===== src/rtl/alu_pkg.sv =====
// Shared types for the accumulator ALU front-end.
// Operand width, op encoding and the queued command bundle.
package alu_pkg;

  localparam int DATA_W = 16;

  typedef enum logic [1:0] {
    ALU_ADD  = 2'd0,
    ALU_SUB  = 2'd1,
    ALU_NOTB = 2'd2,
    ALU_GT   = 2'd3
  } alu_op_t;

  typedef struct packed {
    logic              load;
    alu_op_t           op;
    logic [DATA_W-1:0] data;
  } cmd_t;

endpackage


===== src/rtl/alu_accum_seq_if.sv =====
// Command and result ports of the accumulator front-end.
// master drives commands and consumes results; slave is the DUT.
interface alu_accum_seq_if
  import alu_pkg::*;
#(
  parameter int DEPTH = 4
);

  localparam int LW = $clog2(DEPTH) + 1;

  logic              cmd_valid;
  logic              cmd_ready;
  alu_op_t           cmd_op;
  logic              cmd_load;
  logic [DATA_W-1:0] cmd_data;

  logic              res_valid;
  logic              res_ready;
  logic [DATA_W-1:0] res_data;

  logic [DATA_W-1:0] acc;
  logic [LW-1:0]     level;

  modport master (
    output cmd_valid,
    output cmd_op,
    output cmd_load,
    output cmd_data,
    output res_ready,
    input  cmd_ready,
    input  res_valid,
    input  res_data,
    input  acc,
    input  level
  );

  modport slave (
    input  cmd_valid,
    input  cmd_op,
    input  cmd_load,
    input  cmd_data,
    input  res_ready,
    output cmd_ready,
    output res_valid,
    output res_data,
    output acc,
    output level
  );

endinterface


===== src/rtl/add_sub_logic.sv =====
// Combinational ALU: add, subtract, invert b, unsigned a > b.
// Arithmetic wraps modulo 2^DATA_W; no flags.
module add_sub_logic
  import alu_pkg::*;
(
  input  alu_op_t           op,
  input  logic [DATA_W-1:0] a,
  input  logic [DATA_W-1:0] b,
  output logic [DATA_W-1:0] r
);

  // Select the result for the requested operation.
  always_comb begin
    r = '0;
    unique case (op)
      ALU_ADD:  r = a + b;
      ALU_SUB:  r = a - b;
      ALU_NOTB: r = ~b;
      ALU_GT:   r = {{(DATA_W-1){1'b0}}, (a > b)};
      default:  r = '0;
    endcase
  end

endmodule


===== src/rtl/alu_accum_seq.sv =====
// Command FIFO feeding an accumulator ALU, one op per cycle.
// Result slot is a single valid/ready register.
module alu_accum_seq
  import alu_pkg::*;
#(
  parameter int                DEPTH    = 4,
  parameter logic [DATA_W-1:0] ACC_INIT = '0
) (
  input  logic            clk,
  input  logic            rst_n,
  alu_accum_seq_if.slave  bus
);

  localparam int AW = $clog2(DEPTH);
  localparam int LW = AW + 1;
  localparam logic [LW-1:0] FULL_LVL = LW'(DEPTH);

  cmd_t              mem_q [DEPTH];
  logic [AW-1:0]     wr_q;
  logic [AW-1:0]     rd_q;
  logic [LW-1:0]     cnt_q;
  logic [LW-1:0]     cnt_d;
  logic [DATA_W-1:0] acc_q;
  logic [DATA_W-1:0] acc_d;
  logic [DATA_W-1:0] res_data_q;
  logic [DATA_W-1:0] res_data_d;
  logic              res_valid_q;
  logic              res_valid_d;

  logic              full;
  logic              empty;
  logic              push;
  logic              exec;
  cmd_t              cmd_in;
  cmd_t              head;
  logic [DATA_W-1:0] alu_r;
  logic [DATA_W-1:0] wb;

  assign full  = (cnt_q == FULL_LVL);
  assign empty = (cnt_q == '0);

  // No bypass on full: a pop in the same cycle does not free a slot.
  assign push = bus.cmd_valid && !full;
  assign exec = !empty && (!res_valid_q || bus.res_ready);

  assign cmd_in = '{
    load: bus.cmd_load,
    op:   bus.cmd_op,
    data: bus.cmd_data
  };

  assign head = mem_q[rd_q];

  add_sub_logic u_alu (
    .op (head.op),
    .a  (acc_q),
    .b  (head.data),
    .r  (alu_r)
  );

  assign wb = head.load ? head.data : alu_r;

  // Next-state for accumulator, result slot and occupancy.
  always_comb begin
    acc_d       = acc_q;
    res_data_d  = res_data_q;
    res_valid_d = res_valid_q;
    cnt_d       = cnt_q;
    if (exec) begin
      acc_d       = wb;
      res_data_d  = wb;
      res_valid_d = 1'b1;
    end else if (res_valid_q && bus.res_ready) begin
      res_valid_d = 1'b0;
    end
    unique case (1'b1)
      push && !exec: cnt_d = cnt_q + 1'b1;
      exec && !push: cnt_d = cnt_q - 1'b1;
      default:       cnt_d = cnt_q;
    endcase
  end

  // Control and datapath registers; reset discards queued work.
  always_ff @(posedge clk or negedge rst_n) begin
    if (!rst_n) begin
      wr_q        <= '0;
      rd_q        <= '0;
      cnt_q       <= '0;
      acc_q       <= ACC_INIT;
      res_data_q  <= '0;
      res_valid_q <= 1'b0;
    end else begin
      if (push) wr_q <= wr_q + 1'b1;
      if (exec) rd_q <= rd_q + 1'b1;
      cnt_q       <= cnt_d;
      acc_q       <= acc_d;
      res_data_q  <= res_data_d;
      res_valid_q <= res_valid_d;
    end
  end

  // Entry storage; contents are dead once the pointers reset.
  always_ff @(posedge clk) begin
    if (push) mem_q[wr_q] <= cmd_in;
  end

  assign bus.cmd_ready = !full;
  assign bus.res_valid = res_valid_q;
  assign bus.res_data  = res_data_q;
  assign bus.acc       = acc_q;
  assign bus.level     = cnt_q;

endmodule

===== src/flat_wrapper.sv =====
// flat-port wrapper written by rule: the top's interface ports become plain ports
module alu_accum_seq_flat import alu_pkg::*;
#(
  parameter int                DEPTH    = 4,
  parameter logic [DATA_W-1:0] ACC_INIT = '0
)
  (clk, rst_n, bus_cmd_valid, bus_cmd_op, bus_cmd_load, bus_cmd_data, bus_res_ready, bus_cmd_ready, bus_res_valid, bus_res_data, bus_acc, bus_level);
  alu_accum_seq_if #(.DEPTH(DEPTH)) bus_i ();
  input  logic clk;
  input  logic rst_n;
  input wire logic [$bits(bus_i.cmd_valid)-1:0] bus_cmd_valid;
  input wire logic [$bits(bus_i.cmd_op)-1:0] bus_cmd_op;
  input wire logic [$bits(bus_i.cmd_load)-1:0] bus_cmd_load;
  input wire logic [$bits(bus_i.cmd_data)-1:0] bus_cmd_data;
  input wire logic [$bits(bus_i.res_ready)-1:0] bus_res_ready;
  output wire logic [$bits(bus_i.cmd_ready)-1:0] bus_cmd_ready;
  output wire logic [$bits(bus_i.res_valid)-1:0] bus_res_valid;
  output wire logic [$bits(bus_i.res_data)-1:0] bus_res_data;
  output wire logic [$bits(bus_i.acc)-1:0] bus_acc;
  output wire logic [$bits(bus_i.level)-1:0] bus_level;
  assign bus_i.cmd_valid = bus_cmd_valid;
  assign bus_i.cmd_op = bus_cmd_op;
  assign bus_i.cmd_load = bus_cmd_load;
  assign bus_i.cmd_data = bus_cmd_data;
  assign bus_i.res_ready = bus_res_ready;
  assign bus_cmd_ready = bus_i.cmd_ready;
  assign bus_res_valid = bus_i.res_valid;
  assign bus_res_data = bus_i.res_data;
  assign bus_acc = bus_i.acc;
  assign bus_level = bus_i.level;
  alu_accum_seq #(.DEPTH(DEPTH), .ACC_INIT(ACC_INIT)) u_core (.clk(clk), .rst_n(rst_n), .bus(bus_i));
endmodule

===== config.mk =====
export PLATFORM = sky130hd
export DESIGN_NAME = alu_accum_seq_flat
export DESIGN_NICKNAME = d
export VERILOG_FILES = /design/src/rtl/alu_pkg.sv /design/src/rtl/alu_accum_seq_if.sv /design/src/rtl/add_sub_logic.sv /design/src/rtl/alu_accum_seq.sv /design/src/flat_wrapper.sv
export SDC_FILE = /design/constraint.sdc
export NUM_CORES = 1
export LEC_CHECK = 0
export CAP_MARGIN = 10
export CORE_UTILIZATION = 33
export CTS_CLUSTER_DIAMETER = 120
export DETAILED_ROUTE_END_ITERATION = 16
export GPL_TIMING_DRIVEN = 0
export MAX_ROUTING_LAYER = met4
export SLEW_MARGIN = 20
export SYNTH_ARGS = -nofsm -noshare
export SYNTH_HDL_FRONTEND = slang
export SYNTH_SLANG_ARGS = --single-unit

===== constraint.sdc =====
create_clock -name clk -period 5.6 [get_ports clk]
set_input_delay 0.56 -clock clk [delete_from_list [all_inputs] [get_ports clk]]
set_output_delay 0.56 -clock clk [all_outputs]
set_load 0.1 [all_outputs]

# Word level (Yosys, flattened, before mapping)
# Memory sizes are Yosys's and may differ from the RTL's.
# Index checks and enable logic that the tools add are counted.
dict set report totals {
  n_memories 1
  word_cells 40
  mem_bits_rw 76
  in_bits 23
  reg_bits 24
}
dict set report op_classes {
  n_addsub 6
  n_mux 7
  reduce_logical 15
  order_cmp 1
  n_bitwise 1
  n_eq_ne 4
}
# memory depth width rd rd_clocked_by_memory_dff wr line
set mem_list {}
lappend mem_list {u_core.mem_q 4 19 1 0 1 alu_accum_seq.sv:18} ;# cmd_t mem_q [DEPTH];
# operator n
set ops {}
lappend ops {{$pmux W16 S4} 1}
lappend ops {{$add A16 B16 Y16} 1}
lappend ops {{$gt A16 B16 Y1} 1}
lappend ops {{$mux W16} 1}
lappend ops {{$not A16 Y16} 1}
lappend ops {{$sub A16 B16 Y16} 1}
lappend ops {{$pmux W3 S2} 1}
lappend ops {{$logic_and A1 B1 Y1} 5}
lappend ops {{$logic_not A1 Y1} 5}
lappend ops {{$add A2 B1 Y2 const B} 2}
lappend ops {{$eq A2 B2 Y1 const B} 2}
lappend ops {{$mux W1} 4}
lappend ops {{$reduce_bool A2 Y1} 2}
lappend ops {{$add A3 B1 Y3 const B} 1}
lappend ops {{$eq A3 B3 Y1 const B} 1}
lappend ops {{$logic_not A3 Y1} 1}
lappend ops {{$sub A3 B1 Y3 const B} 1}
lappend ops {{$eq A2 B1 Y1 const B} 1}
lappend ops {{$logic_not A2 Y1} 1}
lappend ops {{$logic_or A1 B1 Y1} 1}

# Depth between registers and ports, before layout
# Gate-level depths: netlist (run 1).
dict set report depth {
  ltp_word 6
  ltp_mapped 14
  ltp_nobuf 11
}

# Hierarchy
# Synthesis (run 1) repeated with hierarchy kept, for this count alone.
dict set report unflattened {
  hier_cells 483
  area_unflattened_um2 5834.3
}
# module area_each_um2 seq_area_each_um2 cells_each n_inst
set modules_own_cells {}
lappend modules_own_cells {alu_accum_seq 4106.4 2882.8 224 1}
lappend modules_own_cells {add_sub_logic 1727.9 0.0 259 1}

# Worst setup path before layout (run 1)
# No wires, ideal clock.
dict set report synth_timing {
  path_type {reg2reg}
  from {register u_core.cnt_q[2], in the netlist u_core.bus.level[2]}
  to {register u_core.cnt_q[2], in the netlist u_core.bus.level[2]}
  arrival_ns 3.465
  setup_time_ns 0.163
  period_less_slack_ns 3.628
  required_ns 5.437
  slack_ns 1.972
  stages_incl_launch_ff 10
  n_path_buf 0
  path_cell_list {dfrtp_1 -> nand3_1 -> and2_1 -> inv_1 -> ha_1 -> inv_1 -> fa_1 -> xor2_1 -> nor2_1 -> xor2_1}
}
dict set report synth_between {
  elab_chain_len 6
  elab_cells_between_ends 14
  cone_classes {2 x add/sub; 1 x eq/ne; 1 x mux; 10 x reduce/logical}
}
# element line
set synth_lines {}
lappend synth_lines {{from (decl)} alu_accum_seq.sv:21} ;# logic [LW-1:0] cnt_q;
lappend synth_lines {{from (signal assigned)} alu_accum_seq.sv:95} ;# cnt_q <= cnt_d;
lappend synth_lines {{$eq A3 B3 Y1 (*)} alu_accum_seq.sv:39} ;# assign full = (cnt_q == FULL_LVL);
lappend synth_lines {{$logic_not A1 Y1 (*)} -}
lappend synth_lines {{net bus_cmd_ready} flat_wrapper.sv:16} ;# output wire logic [$bits(bus_i.cmd_ready)-1:0] bus_cmd_ready;
lappend synth_lines {{$logic_and A1 B1 Y1 (*)} alu_accum_seq.sv:43} ;# assign push = bus.cmd_valid && !full;
lappend synth_lines {{$logic_not A1 Y1} alu_accum_seq.sv:78} ;# exec && !push: cnt_d = cnt_q - 1'b1;
lappend synth_lines {{$logic_and A1 B1 Y1} alu_accum_seq.sv:78}
lappend synth_lines {{$pmux W3 S2 / $reduce_bool A2 Y1 (equally long branches)} -}
# Mark *: on every way through the listed nets, which the timed path passes. The rest lies on a longest branch.
# A chain may end at the register's enable or synchronous reset.

# Final worst setup path (run 1)
dict set report layout_timing {
  from {register u_core.rd_q[1]}
  to {register u_core.acc_q[15], in the netlist u_core.bus.acc[15]}
}
dict set report layout_between {
  elab_chain_len 4
  elab_cells_between_ends 10
  cone_classes {2 x add/sub; 3 x eq/ne; 2 x mux; 1 x bitwise; 1 x reduce/logical; 1 x memory}
}
# element line
set layout_lines {}
lappend layout_lines {{from (decl)} alu_accum_seq.sv:20} ;# logic [AW-1:0] rd_q;
lappend layout_lines {{from (signal assigned)} alu_accum_seq.sv:94} ;# if (exec) rd_q <= rd_q + 1'b1;
lappend layout_lines {{$mem_v2 Z4 W19 (*)} -}
lappend layout_lines {{$sub A16 B16 Y16 (tied with other cells)} add_sub_logic.sv:17} ;# ALU_SUB: r = a - b;
lappend layout_lines {{$pmux W16 S4} add_sub_logic.sv:15} ;# unique case (op)
lappend layout_lines {{$mux W16 (*)} alu_accum_seq.sv:61} ;# assign wb = head.load ? head.data : alu_r;
lappend layout_lines {{to (signal assigned)} alu_accum_seq.sv:89} ;# acc_q <= ACC_INIT;
lappend layout_lines {{to (signal assigned)} alu_accum_seq.sv:96} ;# acc_q <= acc_d;
lappend layout_lines {{to (decl)} alu_accum_seq.sv:23} ;# logic [DATA_W-1:0] acc_q;
# Mark *: on every way between the ends. The rest lies on a longest branch, timed or not.

==> flow_metrics.py, run 1 <==
metrics = {
    "synth": {
        "synth_area_sq_um": 6020,
        "synth.net_count": 576,
        "async_flop_share_pct": 24.0,
        "syn_inst": 513,
        "yosys-top-cells-area": "edfxtp_1 38%, dfrtp_1 10%, ha_1 7.7%, mux4_2 6.0%, a21oi_1 3.8%",
        "synth_warnings": 0,
        "yosysTopAreaCell": "edfxtp_1",
        "synth_seq_cells": 100,
        "syn_avg_cell_area_sq_um": 11.7,
        "synth_top_area_share_pct": 37.9,
        "ys.flop_type": "edfxtp_1",
        "ys_seq_area_share_pct": 47.9,
        "synth_edf_count": 76,
        "synth.most_common_cell": "edfxtp_1",
        "synthTopCellsByCount": "76 x edfxtp_1, 46 x a21oi_1, 37 x ha_1, 35 x inv_1, 31 x o21ai_0",
        "ys_types": 66,
    },
    "setup_path": {
        "critPathMaxFanout": 10,
        "worst_setup_path_end_kind": "register",
        "criticalPathCategory": "register to register",
        "critPathLaunchType": "register",
        "required_ns": 5.85,
        "crit_arrival_ns": 4.44,
    },
    "die": {
        "die-area_sq_um": 18800,
        "io_pins": 60,
        "die_h_um": 137,
        "rows": 49,
        "core-area_sq_um": 17900,
        "start_util_pct": 33.6,
        "fp.dieW_um": 137,
    },
    "clock_tree": {
        "cts.path.max_buffers": 2,
        "postCtsSetupBuffers": 0,
        "cts-root-buf": "clkbuf_16",
        "cts.sinks": 100,
        "cts_htree_levels": 3,
        "holdBufCountCts": 0,
        "post_cts_resized": 0,
        "cts_buffers": 9,
        "clk_latency_ns": 0.36,
        "cts_tree": "yes",
        "clkTransAtPathRegs_ns": 0.08,
    },
    "job": {
        "max-cap-violations": 0,
    },
    "place": {
        "gp_congestion": 0.848,
        "port_buffers": 59,
        "post-place-cells": 801,
        "place_hpwl_mm": 10.9,
    },
    "final_layout": {
        "diodes": 0,
        "fin_cells": 817,
        "num-nets-final": 646,
        "drive_gt1_share_pct": 14.1,
        "area_delta_synth_final_pct": 19.0,
    },
    "sta": {
        "rsz0062_at_grt": "no",
        "finalSetupViolCount": 0,
        "fmax_mhz": 239,
        "clock_skew_ns": 0.0145,
        "period_share_pct": 74.8,
        "tns_ns": 0,
        "drv_slew": 0,
        "fin_crit_ns": 4.19,
        "whs_ns": 0.216,
        "worst_pin_slew_ns": 1.01,
        "maxSlewHeadroom_pct": 32.8,
        "hold_violations": 0,
    },
    "grt": {
        "grt-ovfl-total": 0,
        "grt_max_degree": 25,
        "track_usage_pct": 17.6,
        "grt_pass1_wl_mm": 23.6,
        "grt_pass1_vias": 4261,
        "antenna_found_initial": 0,
    },
    "detailed_routing": {
        "avgViaCountPerCell": 5.16,
        "first_pass_iters": 4,
        "drc": 0,
        "vias": 4214,
        "drtIter0Drc": 250,
        "routed_wl_mm": 14.8,
        "detail_route.wl_per_cell_um": 18.2,
        "drtAntennaViolNets": 0,
    },
    "run_status": {
        "status": "finished clean",
    },
    "min_path": {
        "hold_path_class": "primary input to async pin",
    },
}
-- logic make-up (layout without fill, tap and decap cells) --
kind of cell	Yosys count	in the layout	share of synthesized area, %
mux	27	27	8.17
compound gates	138	138	14.9
fa+ha+maj	40	40	8.69
xor+xnor	25	25	3.64
simple gates	106	106	8.67
buf+inv	77	152	8.04
flops	100	100	47.9
-- path summary, 6_finish.rpt --
path                            slack, ns  cells past startpoint            startpoint                   end
worst max-delay path                 1.41                     12        u_core.rd_q[1]    u_core.bus.acc[15]
worst min-delay path                 0.22                      1                 rst_n     u_core.bus.acc[7]
worst max register to register       1.41                     12        u_core.rd_q[1]    u_core.bus.acc[15]
worst min register to register       0.50                      2  u_core.bus.res_valid  u_core.bus.res_valid
max in group asynchronous            4.94                      1                 rst_n        u_core.wr_q[0]
min in group clk                     0.50                      2  u_core.bus.res_valid  u_core.bus.res_valid
-- metal layers --
layer	vias to the layer above	routed length (um)	track usage, %
li1	2016	-	-
met1	2073	6930	22.8
met2	109	7090	28.6
met3	16	579	2.30
met4	0	244	5.74
met5	-	0	-
-- worst max-delay path, cell delays in order (launching register included) --
cell and delay [ns]:
dfrtp_1 0.32, clkbuf_1 0.22, clkbuf_1 0.54, mux4_2 0.51, inv_1 0.09, ha_1 0.22
clkbuf_2 0.18, or3_4 0.41, a211oi_1 0.52, nor2_1 0.19, a21oi_1 0.25, mux2_2 0.37
o31a_1 0.28
-- cells in the final DEF, fill, tap and decap left out, types with 4 or more instances in the layout --
master and instances:
nand3_1 9, clkbuf_1 10, a31oi_1 5, clkbuf_16 9, nand2_1 27, buf_4 18
inv_1 35, nor2b_1 8, a21oi_1 46, mux4_2 16, clkdlybuf4s50_1 58, o31ai_1 7
ha_1 37, xnor2_1 16, o21a_1 5, o21ai_0 31, nor3_1 8, buf_6 6
dfrtp_1 24, nand2b_1 5, o21bai_1 4, edfxtp_1 76, and3_1 4, mux2_2 4
xor2_1 9, nor2_1 28, a2111oi_0 4, clkbuf_8 5, mux2i_1 6
-- state kept, by name, summed over array words and instances, names as in the netlist --
name / count
u_core.bus.acc: 16
u_core.bus.level: 3
u_core.bus.res_valid: 1
u_core.mem_q: 76
u_core.rd_q: 2
u_core.wr_q: 2
-- final cells by class --
type / instances / area, sq um
Inverter: 36 / 135
Clock inverter: 5 / 38.8
Clock buffer: 11 / 233
Timing Repair Buffer: 59 / 586
Sequential cell: 100 / 2880
Tap cell: 229 / 287
Fill cell: 1709 / 10700
Buffer: 41 / 349
Multi-Input combinational cell: 336 / 2660
-- per-stage QoR --
step / setup slack, ns / cell area (sq um) / utilization (%)
floorplan: 1.97 / 6020 / -
global placement: 1.39 / 6900 / 38.5
detailed placement: 1.42 / 6890 / 38.5
CTS: 1.41 / 7160 / 40.0
global route: 1.19 / 7170 / 40.0
finish: 1.41 / 7170 / 40.0
Power of run 1 is left out: the tool's default activity adds up to more than one toggle a clock period on the data nets, which glitch-free logic cannot reach.
==> run 2, diff against run 1 <==
==> constraint.sdc (replaced) <==
create_clock -name clk -period 3.52 [get_ports clk]
set_input_delay 0.352 -clock clk [delete_from_list [all_inputs] [get_ports clk]]
set_output_delay 0.352 -clock clk [all_outputs]
set_load 0.1 [all_outputs]
==> flow_metrics.py, run 2 (synthesis gave the netlist of run 1 again) <==
metrics = {
    "run_status": {
        "status": "finished clean",
    },
    "place": {
        "place_hpwl_mm": 10.8,
        "gp_congestion": 0.880,
        "post-place-cells": 801,
        "port_buffers": 59,
    },
    "sta": {
        "clock_skew_ns": 0.0140,
        "hold_violations": 0,
        "worst_pin_slew_ns": 1.02,
        "finalSetupViolCount": 0,
        "maxSlewHeadroom_pct": 31.8,
        "period_share_pct": 97.3,
        "drv_slew": 0,
        "fmax_mhz": 292,
        "fin_crit_ns": 3.42,
    },
    "clock_tree": {
        "cts.path.max_buffers": 2,
        "cts-root-buf": "clkbuf_16",
        "cts.sinks": 100,
        "cts_tree": "yes",
        "clkTransAtPathRegs_ns": 0.08,
        "cts_buffers": 9,
        "clk_latency_ns": 0.36,
        "cts_htree_levels": 3,
        "holdBufCountCts": 0,
    },
    "setup_path": {
        "slowest_stage": "mux4_2",
        "criticalPathCategory": "register to register",
        "crit_arrival_ns": 3.66,
        "critPathLaunchType": "register",
        "critPathMaxStageDelay_ns": 0.56,
        "worst_setup_path_end_kind": "register",
        "path_cells": "buf_6 > buf_12 > buf_12 > mux4_2 > inv_2 > ha_1 > clkbuf_8 > or3_4 > a211oi_4 > nor2_2 > a21oi_2 > mux2_2 > o31a_1",
        "required_ns": 3.75,
        "critPathMaxFanout": 9,
        "worst_path_most_repeated_cell": "buf_12",
    },
    "die": {
        "die_h_um": 137,
        "die-area_sq_um": 18800,
        "core-area_sq_um": 17900,
        "fp.dieW_um": 137,
        "io_pins": 60,
        "rows": 49,
        "start_util_pct": 33.6,
    },
    "detailed_routing": {
        "drtIter0Drc": 334,
        "drtAntennaViolNets": 0,
        "drc": 0,
        "vias": 4274,
        "detail_route.wl_per_cell_um": 18.1,
        "avgViaCountPerCell": 5.17,
        "first_pass_iters": 5,
        "routed_wl_mm": 14.9,
    },
    "final_layout": {
        "diodes": 0,
        "final_common_cell": "edfxtp_1",
        "top_register": "u_core.mem_q",
        "num-nets-final": 656,
        "most-common-layout-cells": "76 x edfxtp_1, 58 x clkdlybuf4s50_1, 45 x a21oi_1",
        "fin_cells": 826,
        "largest_reg_flops": 76,
        "drive_gt1_share_pct": 17.6,
        "area_delta_synth_final_pct": 22.1,
    },
    "grt": {
        "antenna_found_initial": 0,
        "grt-ovfl-total": 0,
        "grt_pass1_wl_mm": 23.3,
        "grt_max_degree": 25,
        "grt_pass1_vias": 4206,
        "track_usage_pct": 17.4,
    },
    "min_path": {
        "hold_path_class": "primary input to async pin",
    },
    "job": {
        "max-cap-violations": 0,
    },
}
run 2: cell types whose count changed in the layout (fill, tap and decap cells not counted), sizes merged:
| cell | before | now |
|---|---|---|
| clkinv | 3 | 4 |
| clkinvlp | 1 | 0 |
| buf | 27 | 38 |
| inv | 37 | 38 |
| clkbuf | 25 | 22 |
run 2: timing repair:
| item | in CTS | in global routing |
|---|---|---|
| gates resized for setup | 15 | 11 |
| pin swaps | 2 | 4 |
| cloned | 0 | 0 |
| buffers inserted | 5 | 6 |
| setup endpoints to repair | 9 | 7 |
run 2: layout make-up:
type	count	area (sq um)
Fill cell	1667	10600
Sequential cell	100	2880
Multi-Input combinational cell	336	2710
Timing Repair Buffer	70	668
Buffer	40	375
Tap cell	229	287
Clock buffer	9	225
Inverter	36	135
Clock inverter	6	60.1
run 2: worst max-delay path: cells and delay by family, from the launching register on:
| kind | cells | cell delay [ns] |
|---|---|---|
| buffers and inverters | 5 | 0.62 |
| and+or+nand+nor | 2 | 0.44 |
| AOI/OAI and AO/OA | 3 | 0.73 |
| muxes | 2 | 0.92 |
| adders and majority gates | 1 | 0.23 |
| DFF | 1 | 0.36 |
run 2: path summary, 6_finish.rpt:
path	start	cells past startpoint	end	slack, ns
max	u_core.rd_q[0]	13	u_core.bus.acc[15]	0.1
min	rst_n	1	u_core.bus.acc[13]	0.0006
max reg2reg	u_core.rd_q[0]	13	u_core.bus.acc[15]	0.1
min reg2reg	u_core.bus.res_valid	2	u_core.bus.res_valid	0.50
max in group asynchronous	rst_n	1	u_core.wr_q[1]	3.08
min in group clk	u_core.bus.res_valid	2	u_core.bus.res_valid	0.50
run 2: through the flow:
stage	hold WS (ns)	cell area (sq um)	worst slack (ns)	utilization (%)	setup TNS, ns
after global placement	0.489	6900	-0.682	38.6	-2.52
after floorplan	0.0564	6020	0.0629	-	0
after global routing	0.0762	7350	-0.0126	41.0	-0.0169
after detailed placement	0.435	6900	-0.682	38.5	-2.61
final	0.000613	7350	0.0952	41.0	0
after CTS	0.0397	7270	0.00429	40.6	0
run 2: layer usage:
layer / up-vias / share of wire (%) / track usage, %
li1: 2041 / - / -
met5: - / 0 / -
met4: 0 / 1.2 / 4.52
met1: 2119 / 47 / 22.5
met2: 100 / 48 / 28.4
met3: 14 / 3.5 / 2.48
Power of run 2 is left out for the same reason.
==> run 3, diff against run 2 <==
--- a/config.mk
+++ b/config.mk
@@ -9,7 +9,7 @@
 export CORE_UTILIZATION = 33
 export CTS_CLUSTER_DIAMETER = 120
 export DETAILED_ROUTE_END_ITERATION = 16
-export GPL_TIMING_DRIVEN = 0
+export GPL_ROUTABILITY_DRIVEN = 0
 export MAX_ROUTING_LAYER = met4
 export SLEW_MARGIN = 20
 export SYNTH_ARGS = -nofsm -noshare
==> flow_metrics.py, run 3 (synthesis gave the netlist of run 1 again) <==
metrics = {
    "clock_tree": {
        "cts.sinks": 100,
        "cts_buffers": 9,
        "cts.path.max_buffers": 2,
        "clk_latency_ns": 0.35,
        "clkTransAtPathRegs_ns": 0.07,
        "holdBufCountCts": 0,
        "cts_htree_levels": 3,
        "cts-root-buf": "clkbuf_16",
        "cts_tree": "yes",
    },
    "final_layout": {
        "final_area_sq_um": 7000,
        "diodes": 0,
        "num-nets-final": 622,
        "largest_reg_flops": 76,
        "area_delta_synth_final_pct": 16.3,
        "top_register": "u_core.mem_q",
        "drive_gt1_share_pct": 12.1,
        "most-common-layout-cells": "76 x edfxtp_1, 59 x clkdlybuf4s50_1, 45 x a21oi_1",
        "final_common_cell": "edfxtp_1",
    },
    "sta": {
        "hold_violations": 0,
        "worst_pin_slew_ns": 1.04,
        "drv_slew": 0,
        "period_share_pct": 94.8,
        "finalSetupViolCount": 0,
        "fmax_mhz": 300,
        "fin_crit_ns": 3.34,
        "clock_skew_ns": 0.0124,
        "rsz0062_at_grt": "no",
        "tns_ns": 0,
        "maxSlewHeadroom_pct": 30.4,
    },
    "detailed_routing": {
        "avgViaCountPerCell": 5.31,
        "drtIter0Drc": 268,
        "first_pass_iters": 5,
        "drc": 0,
        "detail_route.wl_per_cell_um": 17.9,
        "routed_wl_mm": 14.2,
        "vias": 4209,
        "drtAntennaViolNets": 0,
    },
    "setup_path": {
        "critPathLaunchType": "register",
        "worst_setup_path_end_kind": "register",
        "slowest_stage": "a2111oi_1",
        "worst-path-buf-inv": 3,
        "required_ns": 3.82,
        "crit_family": "compound AO/OA/AOI/OAI gates",
        "critPathMaxFanout": 11,
        "critPathMaxStageDelay_ns": 0.44,
        "criticalPathCategory": "register to register",
        "path_cells": "buf_12 > mux4_2 > ha_1 > inv_1 > fa_1 > a21oi_1 > o22ai_1 > a2111oi_1 > buf_4 > o21bai_1 > xnor2_1 > o311ai_1 > o22a_1",
        "crit_arrival_ns": 3.63,
    },
    "die": {
        "core-area_sq_um": 17900,
        "io_pins": 60,
        "start_util_pct": 33.6,
        "fp.dieW_um": 137,
        "die-area_sq_um": 18800,
        "die_h_um": 137,
        "rows": 49,
    },
    "run_status": {
        "status": "finished clean",
    },
    "grt": {
        "antenna_found_initial": 0,
        "grt_pass1_vias": 4318,
        "grt_pass1_wl_mm": 23.0,
        "grt_max_degree": 25,
        "grt-ovfl-total": 0,
        "track_usage_pct": 16.8,
    },
    "place": {
        "place_hpwl_mm": 10.3,
        "place_area_sq_um": 6690,
        "port_buffers": 59,
    },
    "min_path": {
        "hold_path_class": "primary input to async pin",
    },
    "job": {
        "max-cap-violations": 0,
    },
}
run 3: final timing paths:
path | from | end | slack (ns) | cells after the start
worst max-delay path | u_core.rd_q[0] | u_core.bus.acc[10] | 0.18 | 13
worst min-delay path | rst_n | u_core.bus.acc[11] | 0.37 | 2
worst max register to register | u_core.rd_q[0] | u_core.bus.acc[10] | 0.18 | 13
worst min register to register | u_core.bus.res_valid | u_core.bus.res_valid | 0.51 | 2
max in group asynchronous | rst_n | u_core.rd_q[1] | 2.86 | 2
min in group clk | u_core.bus.res_valid | u_core.bus.res_valid | 0.51 | 2
run 3: per-stage QoR:
step	setup slack, ns	utilization (%)	hold slack (ns)	instances
after floorplan	0.0629	-	0.0564	513
after global placement	0.302	37.4	0.486	777
after detailed placement	0.135	37.4	0.505	777
after CTS	0.0726	39.1	0.383	793
after global routing	0.0110	39.1	0.398	793
final	0.183	39.1	0.370	793
run 3: timing repair:
action	CTS	global route
endpoints found under the hold margin	0	0
setup endpoints to repair	0	1
setup buffers	0	0
gates resized for setup	0	5
run 3: area by class of cell:
type | instances | area, sq um
Timing Repair Buffer | 76 | 734
Sequential cell | 100 | 2880
Clock inverter | 7 | 75.1
Inverter | 36 | 135
Fill cell | 1691 | 10900
Tap cell | 229 | 287
Multi-Input combinational cell | 336 | 2660
Clock buffer | 9 | 225
run 3: layer usage:
layer  track usage (%)  vias up  routed length [um]
li1                  -     1973                   -
met1              21.3     2078                6180
met2              26.6      137                6960
met3              3.70       21                 848
met4              5.13        0                 230
met5                 -        -                   0
Power of run 3 is left out for the same reason.
